==> src/rtl/decode_top_pkg.sv <==
// decode_top_pkg: opcodes, instruction field positions and opcode classification shared by the decode stage
package decode_top_pkg;
  localparam int REG_AW = 5;
  localparam int OPC_W = 8;
  localparam int OPC_HI = 31, OPC_LO = 24;
  localparam int RD_HI = 23, RD_LO = 19;
  localparam int RA_HI = 18, RA_LO = 14;
  localparam int RB_HI = 13, RB_LO = 9;
  localparam int OFF_HI = 13, OFF_LO = 0;
  localparam int OFF_W = OFF_HI - OFF_LO + 1;
  localparam logic [OPC_W-1:0] OP_ADD = 8'h00, OP_SUB = 8'h01, OP_MUL = 8'h02;
  localparam logic [OPC_W-1:0] OP_LDB = 8'h10, OP_LDW = 8'h11, OP_STB = 8'h12, OP_STW = 8'h13;
  localparam logic [OPC_W-1:0] OP_BEQ = 8'h30, OP_JUMP = 8'h31, OP_TLBWRITE = 8'h32, OP_IRET = 8'h33;
  typedef struct packed {
    logic wr;
    logic use_a;
    logic use_b;
    logic rb_op;
  } dec_t;
  function automatic dec_t classify(input logic [OPC_W-1:0] op);
    dec_t d;
    d = '0;
    case (op)
      OP_ADD, OP_SUB, OP_MUL:   d = '{1'b1, 1'b1, 1'b1, 1'b1};
      OP_LDB, OP_LDW:           d = '{1'b1, 1'b1, 1'b0, 1'b0};
      OP_STB, OP_STW, OP_BEQ:   d = '{1'b0, 1'b1, 1'b1, 1'b0};
      OP_JUMP:                  d = '{1'b0, 1'b1, 1'b0, 1'b0};
      OP_TLBWRITE:              d = '{1'b0, 1'b1, 1'b1, 1'b1};
      default:                  d = '0;
    endcase
    return d;
  endfunction
endpackage

==> src/rtl/decode_top_regfile_2r1w.sv <==
// decode_top_regfile_2r1w: register file, two combinational read ports, one write port, r0 hardwired to zero
//   clock/reset_c : clock, async active-low reset (clears all entries)
//   we/wa/wd      : write strobe, address, data
//   ra_a/q_a      : read port A address/data
//   ra_b/q_b      : read port B address/data
module decode_top_regfile_2r1w
  import decode_top_pkg::*;
#(
  parameter int NUM_REGS = 32,
  parameter int REG_W = 32
) (
  input  logic              clock,
  input  logic              reset_c,
  input  logic              we,
  input  logic [REG_AW-1:0] wa,
  input  logic [REG_W-1:0]  wd,
  input  logic [REG_AW-1:0] ra_a,
  output logic [REG_W-1:0]  q_a,
  input  logic [REG_AW-1:0] ra_b,
  output logic [REG_W-1:0]  q_b
);
  logic [REG_W-1:0] mem [NUM_REGS];
  always_ff @(posedge clock or negedge reset_c)
    if (!reset_c) for (int i = 0; i < NUM_REGS; i++) mem[i] <= '0;
    else if (we && wa != '0) mem[wa] <= wd;
  assign q_a = (ra_a == '0) ? '0 : mem[ra_a];
  assign q_b = (ra_b == '0) ? '0 : mem[ra_b];
endmodule

==> src/rtl/decode_top.sv <==
// decode_top: decode stage with register file, RAW scoreboard and registered ALU-facing output
//   clock/reset_c                     : clock, async active-low reset
//   fetch_valid/fetch_instr/fetch_pc  : instruction from fetch; decode_stall tells fetch to hold it
//   stall_alu/flush                   : ALU backpressure and taken-branch kill of the output register
//   wb_valid/wb_rd/wb_data            : register-file writeback, also clears the scoreboard entry
//   dec_valid/instr/val1/val2/store_data/rdIn/pc_out : registered decoded instruction
//   WB_BYPASS_EN                      : when defined, a same-cycle writeback feeds the operand directly
module decode_top
  import decode_top_pkg::*;
#(
  parameter int NUM_REGS = 32,
  parameter int REG_W = 32,
  parameter int PC_W = 32
) (
  input  logic              clock,
  input  logic              reset_c,
  input  logic              fetch_valid,
  input  logic [31:0]       fetch_instr,
  input  logic [PC_W-1:0]   fetch_pc,
  output logic              decode_stall,
  input  logic              stall_alu,
  input  logic              flush,
  input  logic              wb_valid,
  input  logic [REG_AW-1:0] wb_rd,
  input  logic [REG_W-1:0]  wb_data,
  output logic              dec_valid,
  output logic [OPC_W-1:0]  instr,
  output logic [REG_W-1:0]  val1,
  output logic [REG_W-1:0]  val2,
  output logic [REG_W-1:0]  store_data,
  output logic [REG_AW-1:0] rdIn,
  output logic [PC_W-1:0]   pc_out
);
  logic [OPC_W-1:0] op;
  logic [REG_AW-1:0] rd, ra, rb;
  logic [REG_W-1:0] rf_a, rf_b, a_val, b_val, off_ext;
  logic [NUM_REGS-1:0] busy, busy_n;
  logic haz_a, haz_b, hazard, issue;
  dec_t d;
  assign op = fetch_instr[OPC_HI:OPC_LO];
  assign rd = fetch_instr[RD_HI:RD_LO];
  assign ra = fetch_instr[RA_HI:RA_LO];
  assign rb = fetch_instr[RB_HI:RB_LO];
  assign off_ext = {{(REG_W-OFF_W){fetch_instr[OFF_HI]}}, fetch_instr[OFF_HI:OFF_LO]};
  assign d = classify(op);
  decode_top_regfile_2r1w #(.NUM_REGS(NUM_REGS), .REG_W(REG_W)) u_rf (
    .clock(clock), .reset_c(reset_c),
    .we(wb_valid), .wa(wb_rd), .wd(wb_data),
    .ra_a(ra), .q_a(rf_a), .ra_b(rb), .q_b(rf_b)
  );
`ifdef WB_BYPASS_EN
  logic hit_a, hit_b;
  assign hit_a = wb_valid && wb_rd == ra && ra != '0;
  assign hit_b = wb_valid && wb_rd == rb && rb != '0;
  assign a_val = hit_a ? wb_data : rf_a;
  assign b_val = hit_b ? wb_data : rf_b;
  assign haz_a = d.use_a && busy[ra] && !hit_a;
  assign haz_b = d.use_b && busy[rb] && !hit_b;
`else
  // without bypass the read sees the old value, so a source written back this cycle must wait one more cycle
  assign a_val = rf_a;
  assign b_val = rf_b;
  assign haz_a = d.use_a && busy[ra];
  assign haz_b = d.use_b && busy[rb];
`endif
  assign hazard = fetch_valid && (haz_a || haz_b);
  assign decode_stall = hazard || flush || (stall_alu && dec_valid);
  assign issue = fetch_valid && !decode_stall;
  // set is applied last so a same-cycle issue of rd beats the writeback clear
  always_comb begin
    busy_n = busy;
    if (wb_valid) busy_n[wb_rd] = 1'b0;
    if (flush && dec_valid) busy_n[rdIn] = 1'b0;
    if (issue && d.wr && rd != '0) busy_n[rd] = 1'b1;
  end
  // rdIn is zero for non-writing instructions, which makes the flush clear of busy[rdIn] harmless for them
  always_ff @(posedge clock or negedge reset_c)
    if (!reset_c) begin
      busy <= '0;
      dec_valid <= 1'b0;
      instr <= '0;
      val1 <= '0;
      val2 <= '0;
      store_data <= '0;
      rdIn <= '0;
      pc_out <= '0;
    end else begin
      busy <= busy_n;
      if (flush) dec_valid <= 1'b0;
      else if (issue) begin
        dec_valid <= 1'b1;
        instr <= op;
        val1 <= a_val;
        val2 <= d.rb_op ? b_val : off_ext;
        store_data <= b_val;
        rdIn <= d.wr ? rd : '0;
        pc_out <= fetch_pc;
      end else if (!stall_alu) dec_valid <= 1'b0;
    end
endmodule

==> config.mk <==
export PLATFORM = sky130hd
export DESIGN_NAME = decode_top
export DESIGN_NICKNAME = d
export VERILOG_FILES = /design/src/rtl/decode_top_pkg.sv /design/src/rtl/decode_top_regfile_2r1w.sv /design/src/rtl/decode_top.sv
export SDC_FILE = /design/constraint.sdc
export NUM_CORES = 2
export LEC_CHECK = 0
export ABC_CLOCK_PERIOD_IN_PS = 6460
export CAP_MARGIN = 20
export CELL_PAD_IN_SITES_DETAIL_PLACEMENT = 0
export CELL_PAD_IN_SITES_GLOBAL_PLACEMENT = 1
export CORE_UTILIZATION = 35
export CTS_CLUSTER_SIZE = 28
export DETAILED_ROUTE_END_ITERATION = 6
export HOLD_SLACK_MARGIN = 0.1
export PLACE_DENSITY_LB_ADDON = 0.08
export SLEW_MARGIN = 20
export SYNTH_ARGS = -nofsm -noshare
export SYNTH_HDL_FRONTEND = slang
export SYNTH_SLANG_ARGS = --single-unit
==> constraint.sdc <==
create_clock -name clock -period 6.46 [get_ports clock]
set_clock_uncertainty 0.05 [all_clocks]
set_input_delay 0.646 -clock clock [delete_from_list [all_inputs] [get_ports clock]]
set_output_delay 0.646 -clock clock [all_outputs]
set_load 0.02 [all_outputs]
==> metrics.md <==
| Metric | Value |
|---|---|
| Status | complete, no violations |
| Register area share after synthesis | 0.487 |
| P_int | 16,800 uW |
| Final slew viol count | 0 |
| Storage element area | 30,000 um^2 |
| CP Cell Sequence | clkdlybuf4s50_1, nor4_1, o2111a_1, o21ai_0, a31oi_1, a221o_1, clkdlybuf4s50_1 |
| Mapped Cells | 4,142 |
| Synthesis-to-finish area growth | 15.8% |
| CTS Sinks | 1,198 |
| Syn Nets | 4,249 |
| GRT Total Usage | 0.237 |
| IO Count | 250 |
| DRT met1 WL | 101,000 um |
| Gates resized, CTS repair | 0 |
| Worst-path clk slew | 0.05 ns |
| Drt first pass iters | 5 |
| Share of layout cells above drive strength 1 | 0.480 |
| DR vias | 38,217 |
| Fill count | 16,106 |
| Worst Reg-to-Reg Cells | 8 |
| Final WL | 209,000 um |
| Final hold vios | 0 |
| Seq pwr share | 0.430 |
| CTS Buf Count | 144 |
| Vias in the first global route | 39,737 |
| Setup-failing EPs final | 0 |
| Post-Syn Area per Cell | 14.9 um^2 |
| Peak Freq | 231 MHz |
| Mapped Area | 61,600 um^2 |
| Hold buffer count at cts | 1 |
| Cell area after layout | 71,300 um^2 |
| Clock share of power | 0.366 |
| Setup Buffers After CTS | 0 |
| Largest net degree at the start of global routing | 147 |
| DR vias/cell | 5.77 |
| Crit path time final | 4.34 ns |
| Netlist cell types | 49 |
| CTS Root Cell | clkbuf_16 |
| Pwr dens | 324 nW/um^2 |
| Yosys warning count | 0 |
| Initial antenna violation count | 10 |
| Net Sw Frac | 0.272 |
| Overflow after GRT | 0 |
| CP Class | in -> out |
| Main synth FF type | dfrtp_1 |
| Ys async rst share | 1.00 |
| Crit path max fanout | 4 |
| Top layer in use | met4 |
| Layout Nets | 4,296 |
| Combinational share of power | 0.204 |
| Die height | 421 um |
| First-pass GRT wire length | 306,000 um |
| Worst-Skew Late Latency | 0.78 ns |
| Worst Hold Class | reg -> reg |
| CTS H-tree depth | 4 |
| Routability-driven placement congestion ratio | 0.761 |
| Net Switching | 6300 uW |
| Maxcap violations | 0 |
| Post-detail-place hpwl | 120,000 um |
| Final Power | 23,100 uW |
| Pre-CTS setup slack | 2.09 ns |
| CP endpoint kind | output pin |
| Tcrit/Tclk final | 0.671 |
| Slew margin rel. | 0.221 |
| CP most frequent cell | clkdlybuf4s50_1 |
| Routed wl met2 | 95,800 um |
| CP peak stage delay | 0.83 ns |
| Final TNS setup | 0 ns |
| Final Util | 0.409 |
| CP max stage cell | nor4_1 |
| Worst slew pin tran | 1.17 ns |
| Die W | 421 um |
| Post-route setup slack | 2.12 ns |
| Full die area | 178,000 um^2 |
| RSZ-0062 raised after global routing | no |
| DRC errors left | 0 |
| Post-Place Cell Area | 66,500 um^2 |
| LEAKAGE | 0.0304 uW |
| DRT iter0 DRCs | 2,809 |
| Area occupied by multi-input gates | 30,000 um^2 |
| CTS tree | built |
| Most common cell after layout, fill and taps aside | dfrtp_1 |
| Most frequent cells in the layout | 1,198 x dfrtp_1, 1,174 x mux2_2, 499 x mux4_2, 212 x clkdlybuf4s50_1, 174 x mux2i_1 |
| Worst Setup Start Kind | primary input |
| EDFF count, synth | 0 |
| Max clock buf depth | 3 |
| Antenna-violating nets left | 0 |
| Initial Util | 0.353 |
| Maximum VDD drop | 0.158 mV |
| Cell depth of the worst hold path | 0 |
| CP Data Required Time | 5.76 ns |
| Wire length on met3 | 8360 um |
| Number of core rows | 153 |
| Drt wl/cell | 31.6 um |
| IO Port Bufs | 249 |
| Core area | 174,000 um^2 |
| Register bit total from synthesis | 1,198 |
| Critical Path AT | 3.64 ns |
-- per-stage QoR --
step / hold slack, ns / std cells
floorplan: 0.300 / 4142
global placement: 0.310 / 6363
detailed placement: 0.313 / 6367
CTS: 0.326 / 6625
global route: 0.328 / 6626
finish: 0.322 / 6627
-- layout make-up --
| cell class | instances | share of cell area |
|---|---|---|
| sequential | 1198 | 0.420 |
| tap | 2325 | 0.0408 |
| clock inverter | 27 | 0.00570 |
| inverter | 25 | 0.00132 |
| clock buffer | 230 | 0.0630 |
| timing repair buffer | 344 | 0.0478 |
| antenna | 2 | 0.0000702 |
| multi-input combinational | 2476 | 0.421 |
-- flip-flops by register name, summed over array words and instances, names as in the netlist --
register / count
instr: 8
rdIn: 5
pc_out: 32
u_rf.mem: 1024
dec_valid: 1
val2: 32
store_data: 32
val1: 32
busy: 32
-- per-layer routing --
layer  global-route usage  vias up
li1                     -    15922
met1                0.354    21179
met2                0.362      878
met3               0.0352      238
met4               0.0580        0
met5                    0        -
-- cell usage after synthesis, types with 2 or more instances --
| library cell | number | area (um^2) |
|---|---|---|
| or3b_2 | 2 | 17.5 |
| buf_2 | 65 | 325 |
| a221oi_1 | 40 | 350 |
| mux2i_1 | 174 | 1740 |
| clkbuf_1 | 297 | 1110 |
| a22o_1 | 19 | 166 |
| o21ai_0 | 147 | 736 |
| o21ai_1 | 7 | 35.0 |
| and3_1 | 2 | 12.5 |
| buf_4 | 2 | 15.0 |
| buf_1 | 76 | 285 |
| nand2_1 | 176 | 661 |
| and3b_1 | 2 | 17.5 |
| nand2b_1 | 5 | 31.3 |
| mux2_2 | 1174 | 13200 |
| nor3b_1 | 5 | 37.5 |
| o211a_1 | 2 | 20.0 |
| or2_2 | 2 | 12.5 |
| a22oi_1 | 15 | 113 |
| nand4_1 | 6 | 37.5 |
| mux4_2 | 499 | 11200 |
| inv_1 | 25 | 93.8 |
| nor2_1 | 46 | 173 |
| o21a_1 | 2 | 15.0 |
| a21oi_1 | 27 | 135 |
| a221o_1 | 19 | 190 |
| buf_6 | 2 | 22.5 |
| o211ai_1 | 32 | 240 |
| nand3_1 | 27 | 135 |
| nand3b_1 | 10 | 75.1 |
| nor2b_1 | 5 | 31.3 |
| o221ai_1 | 16 | 140 |
| dfrtp_1 | 1198 | 30000 |
-- power by group through the flow --
stage | logic [uW] | clock network (uW) | registers, uW
after CTS | 4780 | 8720 | 9930
final | 4720 | 8470 | 9940
after detailed placement | 4770 | 0 | 10100
after global placement | 4720 | 0 | 10000
after global routing | 5060 | 9030 | 10100
after floorplan | 3100 | 0 | 9930
-- worst paths after layout --
kind	startpoint	end	slack, ns
max	fetch_instr[27]	decode_stall	2.12
min	u_rf.mem[1008]	u_rf.mem[1008]	0.32
max reg2reg	busy[15]	store_data[12]	3.21
min reg2reg	u_rf.mem[1008]	u_rf.mem[1008]	0.32
max in group asynchronous	reset_c	u_rf.mem[546]	4.32
min in group asynchronous	reset_c	val1[23]	0.40
-- worst max-delay path, delay by kind of cell --
kind / cells / cell delay, ns
buffers and inverters: 2 / 1.03
and+or+nand+nor: 1 / 0.83
AOI/OAI and AO/OA: 4 / 1.13
-- logic make-up (layout without fill, tap and decap cells) --
family	Yosys count	in the layout	share of synthesized area
flops	1198	1198	0.487
compound gates	333	333	0.0359
mux	1847	1847	0.426
other cells	0	2	0
fa+ha+maj	1	1	0.000163
buf+inv	468	626	0.0302
simple gates	295	295	0.0210
Power figures use the tool's default switching activity.
